## src/rtl/puvvada_pattern_sequencer_if.sv

```systemverilog
// ---------------------------------------------------------------------------
// puvvada_pattern_sequencer_if
//
// Groups every signal between the Simon pattern sequencer and its
// surroundings except the clock and reset.
//
//   Tick            pacing strobe, one Clk wide
//   Clear           empty the pattern and return to IDLE
//   Append          add one pseudo-random colour (IDLE only)
//   Start           play the pattern, then accept presses (IDLE only)
//   Btn[3:0]        button press pulses {L,D,R,U}
//   Color[3:0]      one-hot LED drive, same mapping as Btn
//   Len             current pattern length
//   Full            Len has reached the pattern memory depth
//   q_Idle/q_Show/q_Gap/q_Wait   state flags, exactly one is high
//   Pass/Fail       one-Clk result pulses
//
// Handshake semantics: there is no valid/ready pairing on this bus. Every
// request (Clear, Append, Start, Btn) is a strobe that is acted on in the
// single Clk cycle it is high and is never held or queued; a strobe arriving
// in a state that does not accept it is dropped. Pass and Fail are strobes
// from the sequencer that are high for exactly one Clk cycle, in the cycle
// the state flags first show IDLE.
//
// Modports: master = game state machine / board side, slave = sequencer.
// ---------------------------------------------------------------------------
interface puvvada_pattern_sequencer_if #(
    parameter int LEN_W = 6
) ();
    logic             Tick;
    logic             Clear;
    logic             Append;
    logic             Start;
    logic [3:0]       Btn;
    logic [3:0]       Color;
    logic [LEN_W-1:0] Len;
    logic             Full;
    logic             q_Idle;
    logic             q_Show;
    logic             q_Gap;
    logic             q_Wait;
    logic             Pass;
    logic             Fail;

    modport master (
        output Tick, Clear, Append, Start, Btn,
        input  Color, Len, Full, q_Idle, q_Show, q_Gap, q_Wait, Pass, Fail
    );

    modport slave (
        input  Tick, Clear, Append, Start, Btn,
        output Color, Len, Full, q_Idle, q_Show, q_Gap, q_Wait, Pass, Fail
    );
endinterface

```

## src/rtl/puvvada_pattern_sequencer.sv

```systemverilog
// ---------------------------------------------------------------------------
// puvvada_pattern_sequencer
//
// Owns the Simon colour pattern: stores it, appends one pseudo-random colour
// per Append, plays it on the colour LEDs paced by Tick, then checks the
// player's presses against it and reports Pass or Fail.
//
// Ports:
//   Clk      system clock, all state changes on the rising edge
//   Reset_n  asynchronous active-low reset
//   bus      puvvada_pattern_sequencer_if.slave (Tick, Clear, Append, Start,
//            Btn in; Color, Len, Full, q_* state flags, Pass, Fail out)
//
// Optional feature macro: SEQ_TIMEOUT_EN
//   defined   - in WAIT, TIMEOUT_TICKS Tick strobes without a press -> Fail
//   undefined - WAIT waits for a press indefinitely
// ---------------------------------------------------------------------------
module puvvada_pattern_sequencer #(
    parameter int MAX_LEVEL     = 32,
    parameter int LEN_W         = 6,
    parameter int ON_TICKS      = 4,
    parameter int OFF_TICKS     = 2,
    parameter int TIMEOUT_TICKS = 16
) (
    input  logic                          Clk,
    input  logic                          Reset_n,
    puvvada_pattern_sequencer_if.slave    bus
);

    typedef enum logic [1:0] {
        S_IDLE = 2'd0,
        S_SHOW = 2'd1,
        S_GAP  = 2'd2,
        S_WAIT = 2'd3
    } state_t;

    localparam int ADDR_W  = (MAX_LEVEL > 1) ? $clog2(MAX_LEVEL) : 1;
    localparam int CNT_MAX0 = (ON_TICKS > OFF_TICKS) ? ON_TICKS : OFF_TICKS;
    localparam int CNT_MAX = (CNT_MAX0 > TIMEOUT_TICKS) ? CNT_MAX0 : TIMEOUT_TICKS;
    localparam int CNT_W   = $clog2(CNT_MAX + 1);

    state_t           state_q, state_d;
    logic [LEN_W-1:0] len_q, len_d;
    logic [LEN_W-1:0] idx_q, idx_d;
    logic [CNT_W-1:0] cnt_q, cnt_d;
    logic [3:0]       color_q, color_d;
    logic             pass_q, pass_d;
    logic             fail_q, fail_d;
    logic [7:0]       lfsr_q;
    logic             mem_we;

    logic [1:0]       mem [MAX_LEVEL];
    logic [1:0]       cur_code;
    logic [1:0]       next_code;
    logic             full;
    logic             last_idx;
    logic             btn_any;
    logic             btn_onehot;

    function automatic logic [3:0] code_to_led(input logic [1:0] code);
        return 4'b0001 << code;
    endfunction

    assign full       = (len_q == LEN_W'(MAX_LEVEL));
    assign last_idx   = (idx_q == len_q - LEN_W'(1));
    assign cur_code   = mem[idx_q[ADDR_W-1:0]];
    assign next_code  = mem[idx_q[ADDR_W-1:0] + ADDR_W'(1)];
    assign btn_any    = (bus.Btn != 4'd0);
    assign btn_onehot = btn_any && ((bus.Btn & (bus.Btn - 4'd1)) == 4'd0);

    // Next-state and output logic.
    always_comb begin
        state_d = state_q;
        len_d   = len_q;
        idx_d   = idx_q;
        cnt_d   = cnt_q;
        color_d = color_q;
        pass_d  = 1'b0;
        fail_d  = 1'b0;
        mem_we  = 1'b0;

        if (bus.Clear) begin
            state_d = S_IDLE;
            len_d   = '0;
            idx_d   = '0;
            cnt_d   = '0;
            color_d = 4'd0;
        end else begin
            case (state_q)
                S_IDLE: begin
                    // An Append strobe claims the cycle even when the memory
                    // is full, so a simultaneous Start is always dropped.
                    if (bus.Append) begin
                        if (!full) begin
                            mem_we = 1'b1;
                            len_d  = len_q + LEN_W'(1);
                        end
                    end else if (bus.Start && (len_q != '0)) begin
                        state_d = S_SHOW;
                        idx_d   = '0;
                        cnt_d   = '0;
                        color_d = code_to_led(mem[0]);
                    end
                end

                S_SHOW: begin
                    if (bus.Tick) begin
                        if (cnt_q == CNT_W'(ON_TICKS - 1)) begin
                            state_d = S_GAP;
                            cnt_d   = '0;
                            color_d = 4'd0;
                        end else begin
                            cnt_d = cnt_q + CNT_W'(1);
                        end
                    end
                end

                S_GAP: begin
                    if (bus.Tick) begin
                        if (cnt_q == CNT_W'(OFF_TICKS - 1)) begin
                            cnt_d = '0;
                            if (last_idx) begin
                                state_d = S_WAIT;
                                idx_d   = '0;
                            end else begin
                                state_d = S_SHOW;
                                idx_d   = idx_q + LEN_W'(1);
                                color_d = code_to_led(next_code);
                            end
                        end else begin
                            cnt_d = cnt_q + CNT_W'(1);
                        end
                    end
                end

                S_WAIT: begin
                    if (btn_any) begin
                        cnt_d = '0;
                        if (!btn_onehot || (bus.Btn != code_to_led(cur_code))) begin
                            fail_d  = 1'b1;
                            state_d = S_IDLE;
                            idx_d   = '0;
                        end else if (last_idx) begin
                            pass_d  = 1'b1;
                            state_d = S_IDLE;
                            idx_d   = '0;
                        end else begin
                            idx_d = idx_q + LEN_W'(1);
                        end
                    end
`ifdef SEQ_TIMEOUT_EN
                    else if (bus.Tick) begin
                        // A press (handled above) restarts the count.
                        if (cnt_q == CNT_W'(TIMEOUT_TICKS - 1)) begin
                            fail_d  = 1'b1;
                            state_d = S_IDLE;
                            idx_d   = '0;
                            cnt_d   = '0;
                        end else begin
                            cnt_d = cnt_q + CNT_W'(1);
                        end
                    end
`endif
                end

                default: begin
                    state_d = S_IDLE;
                end
            endcase
        end
    end

    always_ff @(posedge Clk or negedge Reset_n) begin
        if (!Reset_n) begin
            state_q <= S_IDLE;
            len_q   <= '0;
            idx_q   <= '0;
            cnt_q   <= '0;
            color_q <= 4'd0;
            pass_q  <= 1'b0;
            fail_q  <= 1'b0;
            lfsr_q  <= 8'hA5;
        end else begin
            state_q <= state_d;
            len_q   <= len_d;
            idx_q   <= idx_d;
            cnt_q   <= cnt_d;
            color_q <= color_d;
            pass_q  <= pass_d;
            fail_q  <= fail_d;
            // Fibonacci LFSR, x^8+x^6+x^5+x^4+1, free-running in every state.
            lfsr_q  <= {lfsr_q[6:0], lfsr_q[7] ^ lfsr_q[5] ^ lfsr_q[4] ^ lfsr_q[3]};
        end
    end

    // Pattern memory has no reset; only entries below len are ever read.
    always_ff @(posedge Clk) begin
        if (mem_we) begin
            mem[len_q[ADDR_W-1:0]] <= lfsr_q[1:0];
        end
    end

    assign bus.Color  = color_q;
    assign bus.Len    = len_q;
    assign bus.Full   = full;
    assign bus.q_Idle = (state_q == S_IDLE);
    assign bus.q_Show = (state_q == S_SHOW);
    assign bus.q_Gap  = (state_q == S_GAP);
    assign bus.q_Wait = (state_q == S_WAIT);
    assign bus.Pass   = pass_q;
    assign bus.Fail   = fail_q;

endmodule

```

## src/flat_wrapper.sv

```systemverilog
// flat-port wrapper written by rule: the top's interface ports become plain ports
module puvvada_pattern_sequencer_flat 
#(
    parameter int MAX_LEVEL     = 32,
    parameter int LEN_W         = 6,
    parameter int ON_TICKS      = 4,
    parameter int OFF_TICKS     = 2,
    parameter int TIMEOUT_TICKS = 16
)
  (Clk, Reset_n, bus_Tick, bus_Clear, bus_Append, bus_Start, bus_Btn, bus_Color, bus_Len, bus_Full, bus_q_Idle, bus_q_Show, bus_q_Gap, bus_q_Wait, bus_Pass, bus_Fail);
  puvvada_pattern_sequencer_if #(.LEN_W(LEN_W)) bus_i ();
  input  logic Clk;
  input  logic Reset_n;
  input wire logic [$bits(bus_i.Tick)-1:0] bus_Tick;
  input wire logic [$bits(bus_i.Clear)-1:0] bus_Clear;
  input wire logic [$bits(bus_i.Append)-1:0] bus_Append;
  input wire logic [$bits(bus_i.Start)-1:0] bus_Start;
  input wire logic [$bits(bus_i.Btn)-1:0] bus_Btn;
  output wire logic [$bits(bus_i.Color)-1:0] bus_Color;
  output wire logic [$bits(bus_i.Len)-1:0] bus_Len;
  output wire logic [$bits(bus_i.Full)-1:0] bus_Full;
  output wire logic [$bits(bus_i.q_Idle)-1:0] bus_q_Idle;
  output wire logic [$bits(bus_i.q_Show)-1:0] bus_q_Show;
  output wire logic [$bits(bus_i.q_Gap)-1:0] bus_q_Gap;
  output wire logic [$bits(bus_i.q_Wait)-1:0] bus_q_Wait;
  output wire logic [$bits(bus_i.Pass)-1:0] bus_Pass;
  output wire logic [$bits(bus_i.Fail)-1:0] bus_Fail;
  assign bus_i.Tick = bus_Tick;
  assign bus_i.Clear = bus_Clear;
  assign bus_i.Append = bus_Append;
  assign bus_i.Start = bus_Start;
  assign bus_i.Btn = bus_Btn;
  assign bus_Color = bus_i.Color;
  assign bus_Len = bus_i.Len;
  assign bus_Full = bus_i.Full;
  assign bus_q_Idle = bus_i.q_Idle;
  assign bus_q_Show = bus_i.q_Show;
  assign bus_q_Gap = bus_i.q_Gap;
  assign bus_q_Wait = bus_i.q_Wait;
  assign bus_Pass = bus_i.Pass;
  assign bus_Fail = bus_i.Fail;
  puvvada_pattern_sequencer #(.MAX_LEVEL(MAX_LEVEL), .LEN_W(LEN_W), .ON_TICKS(ON_TICKS), .OFF_TICKS(OFF_TICKS), .TIMEOUT_TICKS(TIMEOUT_TICKS)) u_core (.Clk(Clk), .Reset_n(Reset_n), .bus(bus_i));
endmodule
```

## config.mk

```make
export PLATFORM = sky130hd
export DESIGN_NAME = puvvada_pattern_sequencer_flat
export DESIGN_NICKNAME = d
export VERILOG_FILES = /design/src/rtl/puvvada_pattern_sequencer_if.sv /design/src/rtl/puvvada_pattern_sequencer.sv /design/src/flat_wrapper.sv
export SDC_FILE = /design/constraint.sdc
export NUM_CORES = 1
export LEC_CHECK = 0
export CAP_MARGIN = 10
export CORE_MARGIN = 2
export CORE_UTILIZATION = 45
export DETAILED_ROUTE_END_ITERATION = 7
export PLACE_DENSITY = 0.61
export REMOVE_ABC_BUFFERS = 1
export SKIP_CTS_REPAIR_TIMING = 1
export SYNTH_ARGS = -nofsm -noshare
export SYNTH_HDL_FRONTEND = slang
export SYNTH_SLANG_ARGS = --single-unit
```

## constraint.sdc

```tcl
create_clock -name Clk -period 3.7 [get_ports Clk]
set_clock_uncertainty 0.05 [all_clocks]
set_input_delay 0.74 -clock Clk [delete_from_list [all_inputs] [get_ports Clk]]
set_output_delay 0.74 -clock Clk [all_outputs]
set_load 0.03 [all_outputs]
```

==> results.md <==
- FFs w/ async S/R, synth: 34.02%
- Total Routing Usage GR: between 20% and 30%
- Top-area cell type share of the netlist area: a little under two fifths
- Clk Latency, worst-skew pair: about 0.35 ns
- Status: complete, no violations
- CTS clk-pin slew, worst paths: 0.07 ns
- Initial antenna violation count: 0
- Post-synth top flop: edfxtp_1
- CP endpoint kind: output pin
- Hold Vio Cnt, Final: 0
- Inserted Clock Buffers: 9
- Post-synth top area cell: edfxtp_1
- CTS tree: built
- Largest net degree at the start of global routing: 34
- CP Launch Type: register
- Synth Instances: approximately 430
- Worst EP required: approximately 2.9 ns
- DR pass1 iterations: 4
- IO Port Bufs: 26
- Yosys reg bits: 97
- # diodes: 0
- Hold crit path type: reg2reg
- Final net count: about 480
- I/O pin count: 27
- Average cell area after synthesis: 12.29 µm²
- Final WL: between 10000 and 15000 µm
- Final setup TNS: 0 ns
- Clock Power Share: 30.2%
- Post-synth EDFFs: 64
- Synth Warn #: 0
- Worst slew pin tran: 0.9808 ns
- CTS max path bufs: 2
- # clock sinks: 97
- Tcrit/Tclk final: 87.69%
- Synthesized area: 5234 µm²
- Mean routed wirelength per cell: roughly 20 µm
- Pwr/cell area: 527.6 nW/µm²
- Sequential-to-total area share from yosys stat: a little over half
- DR vias: 3505
- Final setup fails: 0
- Worst R2R Start: u_core.idx_q[0]
- Layout Utilization: 52.60%
- Via density: around 5.8
- Worst Path Max Fanout: 14
- Final Wtd Congestion: around 0.87
- Sequential share of power: 40.1%
- CP Class: reg2out
- Critical path, cell by cell: or3_1, nor2_1, clkdlybuf4s50_1
- Total power: between 3000 and 4000 µW
- Synth top area cells: edfxtp_1 (37%), dfrtp_1 (14%), mux4_2 (12%), mux2i_1 (4.4%), nor2_1 (3.9%)
- Die area: 12510 µm²
- Worst setup startpoint: u_core.bus.Len[2]
- Area Overhead vs Synth: 14.27%
- Internal power component: between 2000 and 2500 µW
- Htree depth: 3
- Hpwl dp: 8397 µm
- Sw frac: 32.07%
- Total gr overflow: 0
- First-pass GRT wire length: approximately 19000 µm
- Die height: 111.8 µm
- VDD IR max: about 0.56 mV
- Post-route ant nets: 0
- Fraction of layout cells with a size suffix above 1: between 10% and 20%
- Maximum clock frequency: between 0.3 and 0.4 GHz
- Core area: between 10000 and 15000 µm²
- Most frequent cells after synthesis: edfxtp_1 (64), nor2_1 (55), nand2_1 (35)
- RSZ-0062 raised after global routing: no
- Root Buffer: clkbuf_16
- P_leak: approximately 0.0022 µW
- Crit path DAT: approximately 2.5 ns
- Comb pwr share: slightly below 30%
- Max Slew Vio Count: 0
- Num rows: 39
- Die width: 111.8 µm
- Slowest CP cell: clkdlybuf4s50_1
- Switch Pwr: about 1000 µW
- CP peak stage delay: 0.70 ns
- Slew headroom: 34.61%
- Worst Hold Launch: u_core.lfsr_q[6]
- DRC viols: 0
- Initial core utilization: between 40% and 50%
- Most common cell in the synthesized netlist: edfxtp_1
- Maxcap violations: 0
- Fin crit period: ~3.2 ns
- Initial DRC Count: roughly 240
- Vias in the first global route: approximately 3.6k
- Post-synthesis cell type count: 57
[power groups by stage]
| stage | logic [µW] | clock network [µW] | registers [µW] |
|---|---|---|---|
| floorplan | 575 | 0 | 1350 |
| global placement | 910 | 0 | 1290 |
| detailed placement | 934 | 0 | 1290 |
| CTS | 938 | 985 | 1270 |
| global route | 1010 | 1030 | 1270 |
| finish | 936 | 954 | 1270 |
[layout make-up]
cell class              instances  area [µm²]
inverters                      14       52.55
repair buffers                 39       357.8
fillers                       993        5389
multi-input cells             293        2327
clock buffers                  13       282.8
well taps                     143       178.9
clock inverters                 3       28.78
flip-flops and latches         97        2753
[registers in the layout (all words and copies together) (netlist names)]
register          flops
u_core.state_q        2
u_core.mem           64
u_core.lfsr_q         8
u_core.bus.Len        6
u_core.cnt_q          5
u_core.idx_q          6
u_core.bus.Fail       1
u_core.bus.Color      4
u_core.bus.Pass       1
[routing by layer]
layer  share of wire (%)  global-route usage [%]
met4                 2.1                   9.383
met5                   0                       0
met1                  46                   27.44
met3                 4.0                   4.137
met2                  48                   30.95
[metrics by stage]
step / std cells / setup slack [ns] / hold slack [ns] / cell area (µm²)
finish: 602 / 0.4555 / 0.3139 / 5981
global route: 602 / 0.3047 / 0.3230 / 5981
CTS: 602 / 0.4241 / 0.3187 / 5981
detailed placement: 586 / 0.5201 / 0.2971 / 5669
global placement: 586 / 0.6290 / 0.2892 / 5669
floorplan: 404 / 0.3002 / 0.2830 / 5132
[logic make-up (layout without fill, tap and decap cells)]
family / after synthesis / after routing / synth area share (%)
flip-flops: 97 / 97 / 52.59
AO/OA/AOI/OAI: 59 / 59 / 8.344
adder cells (fa/ha/maj): 12 / 12 / 2.869
multiplexers: 50 / 50 / 16.02
AND/OR/NAND/NOR: 154 / 154 / 14.22
XOR/XNOR: 18 / 18 / 3.012
buffers and inverters: 36 / 69 / 2.941
[critical path, delay by kind of cell, from the launching register on]
kind                   cells  cell delay (ns)
DFF                        1             0.59
buffers and inverters      1             0.70
and+or+nand+nor            2             0.81
[path summary, 6_finish.rpt]
kind                                           to  slack, ns  depth (start not counted)
min in group asynchronous         u_core.cnt_q[2]       0.73                          1
worst min register to register   u_core.lfsr_q[7]       0.31                          0
worst max-delay path                     bus_Full       0.46                          3
max in group asynchronous        u_core.lfsr_q[2]       2.11                          2
worst min-delay path             u_core.lfsr_q[7]       0.31                          0
worst max register to register  u_core.state_q[0]       0.69                         10
[layout by cell type, fill, tap and decap left out, drive strengths merged, types with 10 or more instances in the layout]
cell,n
nand2,35
nor2,55
mux4,27
ha,12
buf,13
nor3,13
dfrtp,29
o21ai,18
xnor2,10
nand3,13
inv,16
mux2i,23
edfxtp,64
clkbuf,13
clkdlybuf4s50,26
No activity file was read; power rests on OpenSTA's default activity.
